### config.mk
export PLATFORM = sky130hd
export DESIGN_NAME = motor_drive_ctrl
export DESIGN_NICKNAME = d
export VERILOG_FILES = /design/src/rtl/motor_drive_ctrl.sv
export SDC_FILE = /design/constraint.sdc
export NUM_CORES = 1
export LEC_CHECK = 0
export ABC_AREA = 1
export ABC_CLOCK_PERIOD_IN_PS = 2850
export CAP_MARGIN = 20
export CORE_AREA = 2 2 128 80
export DETAILED_ROUTE_END_ITERATION = 10
export DIE_AREA = 0 0 130 82
export PLACE_DENSITY = 0.69
export SLEW_MARGIN = 5
export SYNTH_ARGS = -nofsm -noshare
export SYNTH_HDL_FRONTEND = slang
export SYNTH_SLANG_ARGS = --single-unit
### constraint.sdc
create_clock -name clk -period 2.85 [get_ports clk]
set_input_delay 0.57 -clock clk [delete_from_list [all_inputs] [get_ports clk]]
set_output_delay 0.57 -clock clk [all_outputs]
set_load 0.05 [all_outputs]
### src/rtl/motor_drive_ctrl.sv
// motor_drive_ctrl: NUM_CH H-bridge driver with period-aligned PWM duty, reversal dead-time and latched overcurrent fault.
module motor_drive_ctrl #(
    parameter int CNT_W    = 15,
    parameter int NUM_CH   = 2,
    parameter int DUTY1    = 23550,
    parameter int DUTY2    = 26555,
    parameter int DUTY3    = 32768,
    parameter int DEADTIME = 1000,
    parameter int OC_FILT  = 64,
    parameter int OC_HOLD  = 50000000
) (
    input  logic              clk,
    input  logic              rst,
    input  logic [2:0]        speed_sel,
    input  logic              dir_rev,
    input  logic              ips_n,
    input  logic [NUM_CH-1:0] oc_in,
    output logic [NUM_CH-1:0] en,
    output logic [NUM_CH-1:0] in1,
    output logic [NUM_CH-1:0] in2,
    output logic              fault,
    output logic [1:0]        speed_code,
    output logic              dir_code
);
    typedef enum logic [1:0] {IDLE, RUN, DEAD, FAULT} state_t;
    localparam int FW = $clog2(OC_FILT + 1);
    localparam int DW = $clog2(DEADTIME + 1);
    localparam int HW = $clog2(OC_HOLD + 1);
    localparam logic [CNT_W:0] D1 = (CNT_W+1)'(DUTY1);
    localparam logic [CNT_W:0] D2 = (CNT_W+1)'(DUTY2);
    localparam logic [CNT_W:0] D3 = (CNT_W+1)'(DUTY3);

    state_t state, nxt;
    logic [2:0] spd_m, spd_s;
    logic dir_m, dir_s, ips_m, ips_s;
    logic [NUM_CH-1:0] oc_m, oc_s;
    logic [CNT_W-1:0] cnt;
    logic [CNT_W:0] duty, dec_duty;
    logic [1:0] dec_code;
    logic [FW-1:0] filt [NUM_CH];
    logic [DW-1:0] dead_cnt;
    logic [HW-1:0] hold_cnt;
    logic trip, hold_done;

    always_ff @(posedge clk or posedge rst) begin
        if (rst) begin
            {spd_m, spd_s, dir_m, dir_s} <= '0;
            {ips_m, ips_s} <= 2'b11;
            {oc_m, oc_s} <= '0;
        end else begin
            {spd_s, spd_m} <= {spd_m, speed_sel};
            {dir_s, dir_m} <= {dir_m, dir_rev};
            {ips_s, ips_m} <= {ips_m, ips_n};
            {oc_s, oc_m} <= {oc_m, oc_in};
        end
    end

    always_comb begin
        dec_code = (spd_s == 3'b001) ? 2'd1 : (spd_s == 3'b010) ? 2'd2 : (spd_s == 3'b100) ? 2'd3 : 2'd0;
        dec_duty = (dec_code == 2'd1) ? D1 : (dec_code == 2'd2) ? D2 : (dec_code == 2'd3) ? D3 : '0;
        trip = 1'b0;
        for (int i = 0; i < NUM_CH; i++) trip = trip | (filt[i] == FW'(OC_FILT));
        hold_done = hold_cnt == HW'(OC_HOLD - 1);
    end

    // Overcurrent takes priority over every transition; re-trips inside FAULT are ignored
    always_comb begin
        nxt = state;
        case (state)
            IDLE:  if (duty != '0) nxt = (dir_s == dir_code) ? RUN : DEAD;
            RUN:   nxt = (duty == '0) ? IDLE : (dir_s != dir_code) ? DEAD : RUN;
            DEAD:  if (dead_cnt == DW'(DEADTIME - 1)) nxt = IDLE;
            FAULT: if (hold_done && spd_s == 3'b000) nxt = IDLE;
        endcase
        if (trip && state != FAULT) nxt = FAULT;
    end

    always_ff @(posedge clk or posedge rst) begin
        if (rst) begin
            state <= IDLE;
            cnt <= '0;
            duty <= '0;
            speed_code <= 2'd0;
            dir_code <= 1'b0;
            dead_cnt <= '0;
            hold_cnt <= '0;
            en <= '0;
            for (int i = 0; i < NUM_CH; i++) filt[i] <= '0;
        end else begin
            state <= nxt;
            cnt <= cnt + 1'b1;
            // Duty only changes at the period boundary so no partial pulses appear
            if (&cnt) begin
                duty <= dec_duty;
                speed_code <= dec_code;
            end
            if (state == DEAD && nxt == IDLE) dir_code <= dir_s;
            dead_cnt <= (state == DEAD) ? dead_cnt + 1'b1 : '0;
            hold_cnt <= (state != FAULT) ? '0 : hold_done ? hold_cnt : hold_cnt + 1'b1;
            en <= {NUM_CH{({1'b0, cnt} < duty) && state == RUN && !ips_s}};
            for (int i = 0; i < NUM_CH; i++)
                filt[i] <= !oc_s[i] ? '0 : (filt[i] == FW'(OC_FILT)) ? filt[i] : filt[i] + 1'b1;
        end
    end

    assign fault = state == FAULT;
    assign in1 = {NUM_CH{dir_code}};
    assign in2 = ~in1;
endmodule
==> impl_results.html, run 1 <==
<table>
<tr><th>Metric</th><th>Value</th></tr>
<tr><th colspan="2">Status</th></tr>
<tr><td>Status</td><td>complete, no violations</td></tr>
<tr><th colspan="2">Die</th></tr>
<tr><td># IOs</td><td>19</td></tr>
<tr><td>Die X-Extent</td><td>130 µm</td></tr>
<tr><td>Cell row count</td><td>28</td></tr>
<tr><td>Placeable core region</td><td>9560 µm²</td></tr>
<tr><td>Height of the chip</td><td>82 µm</td></tr>
<tr><td>Die footprint</td><td>10700 µm²</td></tr>
<tr><td>Starting Density</td><td>48.4%</td></tr>
<tr><th colspan="2">Place</th></tr>
<tr><td>Post-DP HPWL</td><td>7.14 mm</td></tr>
<tr><td>Final Wtd Congestion</td><td>0.969</td></tr>
<tr><td>Buffers on Ports</td><td>18</td></tr>
<tr><th colspan="2">Job</th></tr>
<tr><td>Max capacitance violation total</td><td>0</td></tr>
<tr><th colspan="2">Yosys</th></tr>
<tr><td>Synth Net Count</td><td>564</td></tr>
<tr><td>Synth Warn #</td><td>0</td></tr>
<tr><td>Unique masters post-synth</td><td>34</td></tr>
<tr><td>Post-synth top flop</td><td>sky130_fd_sc_hd__dfrtp_1</td></tr>
<tr><td>Seq/Total Area, Yosys</td><td>48.2%</td></tr>
<tr><td>Synthesized instance count</td><td>532</td></tr>
<tr><td>Yosys reg bits</td><td>89</td></tr>
<tr><td>Mean Syn Cell Area</td><td>8.69 µm²</td></tr>
<tr><td>Share of synthesized registers carrying an async set or reset</td><td>100%</td></tr>
<tr><td>Post-synth EDFFs</td><td>0</td></tr>
<tr><td>Cell Area, Synth</td><td>4630 µm²</td></tr>
<tr><th colspan="2">STA</th></tr>
<tr><td>Setup clock skew after layout</td><td>0.00983 ns</td></tr>
<tr><td>Worst-margin pin slew</td><td>0.499 ns</td></tr>
<tr><td>Headroom to the max-slew limit</td><td>66.7%</td></tr>
<tr><td>Aggregate negative setup slack</td><td>0 ns</td></tr>
<tr><td>Unrepaired setup endpoints after global routing</td><td>no</td></tr>
<tr><td>Final Hold Viols</td><td>0</td></tr>
<tr><td>Count of final setup violators</td><td>0</td></tr>
<tr><td>Min cycle time layout</td><td>2.28 ns</td></tr>
<tr><td>Final Max Slew Viols</td><td>0</td></tr>
<tr><td>Maximum frequency from static timing analysis</td><td>0.439 GHz</td></tr>
<tr><td>Part of the cycle the worst path needs</td><td>80.0%</td></tr>
<tr><th colspan="2">Routing</th></tr>
<tr><td>Antenna viol nets, final</td><td>0</td></tr>
<tr><td>Number of design rule violations left after detail routing</td><td>0</td></tr>
<tr><td>Routed Wire Length</td><td>9.64 mm</td></tr>
<tr><td>Post-detailed-route via-to-cell ratio</td><td>5.21</td></tr>
<tr><td>Drt first-iter violations</td><td>286</td></tr>
<tr><td>Wire per inst</td><td>13.9 µm</td></tr>
<tr><td>Drt pass-1 iters</td><td>4</td></tr>
<tr><td>Vias after detailed routing</td><td>3623</td></tr>
<tr><th colspan="2">GRT</th></tr>
<tr><td>Maximum number of pins on one net before global-route repair</td><td>90</td></tr>
<tr><td>Aggregate global routing overflow</td><td>0</td></tr>
<tr><td>Number of antenna violations at the first check in global routing</td><td>0</td></tr>
<tr><td>Via count of the first global-routing pass</td><td>3306</td></tr>
<tr><td>Wire length of the first global-routing pass</td><td>16.0 mm</td></tr>
<tr><td>Total global routing track utilization</td><td>19.7%</td></tr>
<tr><th colspan="2">Power and ir drop</th></tr>
<tr><td>Static Leakage</td><td>2.38 nW</td></tr>
<tr><td>PnR Total Power</td><td>2.50 mW</td></tr>
<tr><td>Largest voltage drop on the vdd net</td><td>0.386 mV</td></tr>
<tr><td>Cell area power density</td><td>476 nW/µm²</td></tr>
<tr><th colspan="2">CTS</th></tr>
<tr><td>Clock sink count</td><td>89</td></tr>
<tr><td>Clock-pin slew of the registers on the worst-case setup and hold paths</td><td>0.07 ns</td></tr>
<tr><td>Clock tree from TritonCTS</td><td>done</td></tr>
<tr><td>Skew-Pair Late Insertion Delay</td><td>0.34 ns</td></tr>
<tr><td>Clock root buffer</td><td>sky130_fd_sc_hd__clkbuf_16</td></tr>
<tr><td>Post-cts hold buffer count</td><td>0</td></tr>
<tr><td>H-tree lvl count</td><td>3</td></tr>
<tr><td>CTS Buf Count</td><td>9</td></tr>
<tr><td># resized after CTS</td><td>0</td></tr>
<tr><td>Postcts setup bufs</td><td>0</td></tr>
<tr><td>Max clock buf depth</td><td>2</td></tr>
<tr><th colspan="2">Critical path</th></tr>
<tr><td>Top fanout value on the critical path</td><td>6</td></tr>
<tr><td>Arrival time at the worst endpoint</td><td>1.71 ns</td></tr>
<tr><td>Kind of end point of the critical path</td><td>primary output</td></tr>
<tr><td>Kind of launch point of the worst setup path</td><td>flop</td></tr>
<tr><td>Setup Crit Path Kind</td><td>flop to primary output</td></tr>
<tr><td>CP Data Required Time</td><td>2.28 ns</td></tr>
<tr><th colspan="2">Final layout</th></tr>
<tr><td>Diode count</td><td>0</td></tr>
<tr><td>Total Nets Final</td><td>588</td></tr>
<tr><td>Area growth syn-to-layout</td><td>13.3%</td></tr>
<tr><td>Fraction of layout instances using a drive strength above 1</td><td>9.63%</td></tr>
<tr><th colspan="2">Min path</th></tr>
<tr><td>Path class of the lowest-slack min-delay path</td><td>flop to flop</td></tr>
</table>
synth_stat cells (7+ instances only):
cell / n / share of area, %
sky130_fd_sc_hd__a21oi_1: 23 / 2.5
sky130_fd_sc_hd__dfrtp_1: 87 / 47
sky130_fd_sc_hd__ha_1: 23 / 6.2
sky130_fd_sc_hd__inv_1: 67 / 5.4
sky130_fd_sc_hd__nand2_1: 83 / 6.7
sky130_fd_sc_hd__nand2_2: 7 / 0.95
sky130_fd_sc_hd__nand3_1: 38 / 4.1
sky130_fd_sc_hd__nand4_1: 18 / 2.4
sky130_fd_sc_hd__nor2_1: 65 / 5.3
sky130_fd_sc_hd__nor3_1: 14 / 1.5
sky130_fd_sc_hd__o21ai_0: 28 / 3.0
sky130_fd_sc_hd__xor2_1: 17 / 3.2
worst paths after layout:
kind	startpoint	to	slack (ns)	depth (start not counted)
max in group asynchronous	rst	ips_s	1.76	3
worst min register to register	spd_m[2]	spd_s[2]	0.35	0
worst min-delay path	spd_m[2]	spd_s[2]	0.35	0
worst max-delay path	dir_code	in2[0]	0.57	2
worst max register to register	hold_cnt[1]	dir_code	1.11	9
min in group asynchronous	rst	cnt[7]	0.69	3
stage by stage:
| stage | area, µm² | cells | setup WS (ns) | hold slack, ns | utilization (%) |
|---|---|---|---|---|---|
| floorplan | 4630 | 532 | 0.931 | 0.331 | - |
| global placement | 4950 | 680 | 0.969 | 0.334 | 51.8 |
| detailed placement | 4950 | 680 | 0.922 | 0.337 | 51.8 |
| CTS | 5240 | 696 | 0.542 | 0.352 | 54.8 |
| global route | 5240 | 696 | 0.506 | 0.369 | 54.8 |
| finish | 5240 | 696 | 0.571 | 0.351 | 54.8 |
cell usage in the layout, fill, tap and decap left out, types with 2 or more instances in the layout:
cell type | synthesis | routed
sky130_fd_sc_hd__a21oi_1 | 23 | 23
sky130_fd_sc_hd__a31oi_1 | 5 | 5
sky130_fd_sc_hd__and3_1 | 2 | 2
sky130_fd_sc_hd__buf_4 | 4 | 2
sky130_fd_sc_hd__clkbuf_16 | 0 | 9
sky130_fd_sc_hd__clkdlybuf4s50_1 | 0 | 17
sky130_fd_sc_hd__clkinvlp_4 | 0 | 4
sky130_fd_sc_hd__dfrtp_1 | 87 | 87
sky130_fd_sc_hd__dfstp_2 | 2 | 2
sky130_fd_sc_hd__ha_1 | 23 | 23
sky130_fd_sc_hd__inv_1 | 67 | 66
sky130_fd_sc_hd__inv_8 | 0 | 2
sky130_fd_sc_hd__mux2_4 | 2 | 2
sky130_fd_sc_hd__nand2_1 | 83 | 83
sky130_fd_sc_hd__nand2_2 | 7 | 7
sky130_fd_sc_hd__nand3_1 | 38 | 38
sky130_fd_sc_hd__nand3_2 | 4 | 4
sky130_fd_sc_hd__nand3b_1 | 2 | 2
sky130_fd_sc_hd__nand4_1 | 18 | 18
sky130_fd_sc_hd__nor2_1 | 65 | 65
sky130_fd_sc_hd__nor2_2 | 6 | 6
sky130_fd_sc_hd__nor2_4 | 3 | 3
sky130_fd_sc_hd__nor3_1 | 14 | 14
sky130_fd_sc_hd__nor3_2 | 5 | 5
sky130_fd_sc_hd__nor3b_1 | 2 | 2
sky130_fd_sc_hd__nor4_1 | 2 | 2
sky130_fd_sc_hd__o211ai_1 | 2 | 2
sky130_fd_sc_hd__o21a_1 | 4 | 4
sky130_fd_sc_hd__o21ai_0 | 28 | 28
sky130_fd_sc_hd__or2_2 | 4 | 4
sky130_fd_sc_hd__xnor2_1 | 6 | 6
sky130_fd_sc_hd__xor2_1 | 17 | 17
final cells by class:
type                    count  area, µm²
multi-input cells         368       2090
flip-flops and latches     89       2230
repair buffers             20        205
well taps                 135        169
clock buffers               9        225
clock inverters             7       62.6
fillers                   871       4320
inverters                  68        259
logic make-up after synthesis:
| group | share of synthesized area [%] |
|---|---|
| mux | 0.649 |
| compound gates | 7.33 |
| buf+inv | 6.63 |
| xor+xnor | 4.35 |
| fa+ha+maj | 6.22 |
| simple gates | 26.6 |
| flops | 48.2 |
power by group:
| part | total, mW | internal [mW] | switching (mW) |
|---|---|---|---|
| clock network | 1.13 | 0.607 | 0.524 |
| logic | 0.0715 | 0.0261 | 0.0454 |
| registers | 1.29 | 1.28 | 0.0132 |
| total | 2.50 | 1.91 | 0.582 |
registers in the layout, summed over array words and instances, names as in the netlist, 2 cells and up:
register and count:
speed_code 2, filt 14, cnt 15, duty 4
oc_m 2, spd_s 3, dead_cnt 10, state 2
spd_m 3, oc_s 2, hold_cnt 26
routing by layer:
| layer | up-vias | GRT usage [%] | routed length (µm) |
|---|---|---|---|
| met3 | 10 | 4.69 | 668 |
| met5 | - | 0 | 0 |
| li1 | 1794 | - | - |
| met4 | 0 | 5.48 | 94 |
| met2 | 120 | 27.5 | 3870 |
| met1 | 1699 | 30.3 | 5010 |
critical path, stage by stage, from the launching register on:
cell and delay (ns):
sky130_fd_sc_hd__dfrtp_1 0.43, sky130_fd_sc_hd__inv_1 0.12, sky130_fd_sc_hd__clkdlybuf4s50_1 0.82
No activity file was read; power rests on OpenSTA's default activity.
==> run 2: changes to the inputs <==
--- a/config.mk
+++ b/config.mk
@@ -6,7 +6,7 @@
 export NUM_CORES = 1
 export LEC_CHECK = 0
 export ABC_AREA = 1
-export ABC_CLOCK_PERIOD_IN_PS = 2850
+export ABC_CLOCK_PERIOD_IN_PS = 1800
 export CAP_MARGIN = 20
 export CORE_AREA = 2 2 128 80
 export DETAILED_ROUTE_END_ITERATION = 10
==> constraint.sdc (replaced) <==
create_clock -name clk -period 1.8 [get_ports clk]
set_input_delay 0.36 -clock clk [delete_from_list [all_inputs] [get_ports clk]]
set_output_delay 0.36 -clock clk [all_outputs]
set_load 0.05 [all_outputs]
==> impl_results.html, run 2 (same netlist as run 1, synthesis figures left out) <==
<table>
<tr><th>Metric</th><th>Value</th></tr>
<tr><th colspan="2">Power and ir drop</th></tr>
<tr><td>Combinational share of power</td><td>2.9% (about the same)</td></tr>
<tr><td>Static Leakage</td><td>2.44 nW (+2.4%)</td></tr>
<tr><td>Sequential cell fraction of total power</td><td>52.2% (+0.4 points)</td></tr>
<tr><td>Cell area power density</td><td>740 nW/µm² (+55%)</td></tr>
<tr><td>Largest voltage drop on the vdd net</td><td>0.492 mV (+28%)</td></tr>
<tr><td>Switching power of the nets</td><td>0.881 mW (+51%)</td></tr>
<tr><td>Internal power</td><td>3.04 mW (+59%)</td></tr>
<tr><td>Proportion of power drawn by the clock network</td><td>44.9% (-0.4 points)</td></tr>
<tr><td>Switching power share of the total</td><td>22.4% (-0.88 points)</td></tr>
<tr><td>PnR Total Power</td><td>3.93 mW (+57%)</td></tr>
<tr><th colspan="2">STA</th></tr>
<tr><td>Worst-margin pin slew</td><td>0.486 ns (-0.0130 ns)</td></tr>
<tr><td>Min cycle time layout</td><td>1.70 ns</td></tr>
<tr><td>Aggregate negative setup slack</td><td>0 ns (unchanged)</td></tr>
<tr><td>Final Max Slew Viols</td><td>0 (unchanged)</td></tr>
<tr><td>Final WS setup</td><td>0.103 ns (-0.469 ns)</td></tr>
<tr><td>Worst hold slack</td><td>0.353 ns (+0.00162 ns)</td></tr>
<tr><td>Final Hold Viols</td><td>0 (unchanged)</td></tr>
<tr><td>Headroom to the max-slew limit</td><td>67.6% (+0.97 points)</td></tr>
<tr><td>Setup clock skew after layout</td><td>0.00567 ns (-0.00416 ns)</td></tr>
<tr><td>Maximum frequency from static timing analysis</td><td>0.589 GHz</td></tr>
<tr><td>Part of the cycle the worst path needs</td><td>94.3%</td></tr>
<tr><td>Count of final setup violators</td><td>0 (unchanged)</td></tr>
<tr><th colspan="2">Critical path</th></tr>
<tr><td>Setup Crit Path Kind</td><td>flop to flop</td></tr>
<tr><td>Kind of end point of the critical path</td><td>flop</td></tr>
<tr><td>Buf/Inv on CP</td><td>0 (-2)</td></tr>
<tr><td>Worst-path cell chain</td><td>ha_1 -&gt; nand3_2 -&gt; nor2_4 -&gt; nand3_2 -&gt; nor2_2 -&gt; nand3_1 -&gt; nand2_1 -&gt; o211ai_1</td></tr>
<tr><td>Top fanout value on the critical path</td><td>5 (-1)</td></tr>
<tr><td>Family with the most delay on the worst path</td><td>simple AND/OR/NAND/NOR gates</td></tr>
<tr><td>Kind of launch point of the worst setup path</td><td>flop</td></tr>
<tr><td>Library cell appearing most often on the critical path</td><td>sky130_fd_sc_hd__nand3_2</td></tr>
<tr><td>Peak per-stage delay on the critical path</td><td>0.40 ns (-0.42 ns)</td></tr>
<tr><td>CP Data Required Time</td><td>2.02 ns (-0.26 ns)</td></tr>
<tr><td>Cell at the slowest stage of the critical path</td><td>sky130_fd_sc_hd__dfrtp_1</td></tr>
<tr><td>Arrival time at the worst endpoint</td><td>1.91 ns (+0.20 ns)</td></tr>
<tr><th colspan="2">CTS</th></tr>
<tr><td>Clock sink count</td><td>89 (unchanged)</td></tr>
<tr><td>Clock tree from TritonCTS</td><td>done</td></tr>
<tr><td>H-tree lvl count</td><td>3 (unchanged)</td></tr>
<tr><td>Max clock buf depth</td><td>2 (unchanged)</td></tr>
<tr><td>Clock root buffer</td><td>sky130_fd_sc_hd__clkbuf_16</td></tr>
<tr><td>CTS Buf Count</td><td>9 (unchanged)</td></tr>
<tr><td>Clock-pin slew of the registers on the worst-case setup and hold paths</td><td>0.07 ns (about the same)</td></tr>
<tr><td>Skew-Pair Late Insertion Delay</td><td>0.35 ns (about the same)</td></tr>
<tr><th colspan="2">Routing</th></tr>
<tr><td>Post-detailed-route via-to-cell ratio</td><td>5.23 (+0.50%)</td></tr>
<tr><td>Number of design rule violations left after detail routing</td><td>0 (unchanged)</td></tr>
<tr><td>Antenna viol nets, final</td><td>0 (unchanged)</td></tr>
<tr><td>Drt pass-1 iters</td><td>6 (+2)</td></tr>
<tr><td>Drt first-iter violations</td><td>264 (-7.7%)</td></tr>
<tr><td>Wire per inst</td><td>13.7 µm (-1.0%)</td></tr>
<tr><td>Vias after detailed routing</td><td>3683 (+1.7%)</td></tr>
<tr><td>Routed Wire Length</td><td>9.66 mm (+0.11%)</td></tr>
<tr><th colspan="2">Die</th></tr>
<tr><td>Starting Density</td><td>48.4% (unchanged)</td></tr>
<tr><td>Die footprint</td><td>10700 µm² (unchanged)</td></tr>
<tr><td>Height of the chip</td><td>82 µm (unchanged)</td></tr>
<tr><td>Die X-Extent</td><td>130 µm (unchanged)</td></tr>
<tr><td>Cell row count</td><td>28 (unchanged)</td></tr>
<tr><td>Placeable core region</td><td>9560 µm² (unchanged)</td></tr>
<tr><td># IOs</td><td>19 (unchanged)</td></tr>
<tr><th colspan="2">Final layout</th></tr>
<tr><td>Area growth syn-to-layout</td><td>14.7%</td></tr>
<tr><td>Registers with the highest flip-flop counts</td><td>hold_cnt: 26 flops, cnt: 15 flops, filt: 14 flops</td></tr>
<tr><td>Max reg flops</td><td>26 (unchanged)</td></tr>
<tr><td>Total Nets Final</td><td>596 (+1.4%)</td></tr>
<tr><td>Leading cell type in the layout, fill and taps excluded</td><td>sky130_fd_sc_hd__dfrtp_1</td></tr>
<tr><td>Diode count</td><td>0 (unchanged)</td></tr>
<tr><td>Multi-input combinational cell area</td><td>2090 µm² (unchanged)</td></tr>
<tr><td>Fill cell count</td><td>853 (-2.1%)</td></tr>
<tr><td>Fraction of layout instances using a drive strength above 1</td><td>12.3% (+2.7 points)</td></tr>
<tr><td>Sequential cell area</td><td>2230 µm² (unchanged)</td></tr>
<tr><td>Largest reg by FF count</td><td>hold_cnt</td></tr>
<tr><td>Commonest cells after routing, fill and taps aside</td><td>sky130_fd_sc_hd__dfrtp_1 (87), sky130_fd_sc_hd__nand2_1 (83), sky130_fd_sc_hd__inv_1 (65), sky130_fd_sc_hd__nor2_1 (65), sky130_fd_sc_hd__nand3_1 (38)</td></tr>
<tr><th colspan="2">Min path</th></tr>
<tr><td>Path class of the lowest-slack min-delay path</td><td>flop to flop</td></tr>
<tr><th colspan="2">GRT</th></tr>
<tr><td>Aggregate global routing overflow</td><td>0 (unchanged)</td></tr>
<tr><td>Met3 Resource Use GR</td><td>5.47% (+0.78 points)</td></tr>
<tr><td>Maximum number of pins on one net before global-route repair</td><td>90 (unchanged)</td></tr>
<tr><td>Number of antenna violations at the first check in global routing</td><td>0 (unchanged)</td></tr>
<tr><td>Wire length of the first global-routing pass</td><td>16.2 mm (+0.90%)</td></tr>
<tr><td>GR Util met2</td><td>26.6% (-0.89 points)</td></tr>
<tr><td>Via count of the first global-routing pass</td><td>3348 (+1.3%)</td></tr>
<tr><td>Total global routing track utilization</td><td>19.7% (about the same)</td></tr>
<tr><td>M1 GR Usage</td><td>30.3% (-0.093 points)</td></tr>
<tr><td>Highest-utilization routing layer at the global route stage</td><td>met1</td></tr>
<tr><th colspan="2">Place</th></tr>
<tr><td>Buffers on Ports</td><td>18 (unchanged)</td></tr>
<tr><td>Post-DP HPWL</td><td>6.95 mm (-2.6%)</td></tr>
<tr><td>Pre-CTS WS</td><td>0.127 ns (-0.796 ns)</td></tr>
<tr><td>Final Wtd Congestion</td><td>0.886 (-8.6%)</td></tr>
<tr><th colspan="2">Job</th></tr>
<tr><td>Max capacitance violation total</td><td>0 (unchanged)</td></tr>
<tr><th colspan="2">Status</th></tr>
<tr><td>Status</td><td>complete, no violations</td></tr>
</table>
## run 2: worst paths after layout
| path | startpoint | to | slack [ns] | cells past startpoint |
|---|---|---|---|---|
| worst min-delay path | spd_m[0] | spd_s[0] | 0.35 | 0 |
| worst max register to register | hold_cnt[1] | state[1] | 0.10 | 8 |
| max in group asynchronous | rst | ips_m | 0.92 | 3 |
| worst min register to register | spd_m[0] | spd_s[0] | 0.35 | 0 |
| min in group asynchronous | rst | cnt[7] | 0.48 | 3 |
| worst max-delay path | hold_cnt[1] | state[1] | 0.10 | 8 |
## run 2: final cells by class
class	instances	share of cell area, %
Sequential cell	89	42.0
Multi-Input combinational cell	368	39.4
Timing Repair Buffer	28	5.28
Inverter	68	4.95
Clock buffer	12	4.65
Tap cell	135	3.18
Clock inverter	4	0.542
## run 2: through the flow
| step | util (%) | cells | instance area [µm²] |
|---|---|---|---|
| 4_1_cts | 55.2 | 701 | 5280 |
| 5_1_grt | 55.5 | 704 | 5310 |
| 6_report | 55.5 | 704 | 5310 |
| 3_5_place_dp | 52.3 | 685 | 5000 |
| 2_1_floorplan | - | 532 | 4630 |
| 3_3_place_gp | 52.3 | 685 | 5000 |
## run 2: power by group through the flow
stage / Clock (mW) / Sequential, mW / Combinational [mW]
5_1_grt: 1.88 / 2.05 / 0.134
6_report: 1.76 / 2.05 / 0.113
3_5_place_dp: 0 / 2.09 / 0.115
4_1_cts: 1.80 / 2.05 / 0.116
3_3_place_gp: 0 / 2.09 / 0.111
2_1_floorplan: 0 / 2.08 / 0.0708
## run 2: per-layer routing
metal	wire length, µm	vias up	share of wire (%)
li1	-	1816	-
met2	3760	106	39
met1	5190	1747	54
met5	0	-	0
met4	126	0	1.3
met3	581	14	6.0
## run 2: what timing repair did
action                                  in CTS  in global routing
buffers inserted                             0                  3
endpoints found under the setup margin       0                  1
hold buffers                                 0                  0
gates resized for setup                      0                  1
hold endpoints to repair                     0                  0
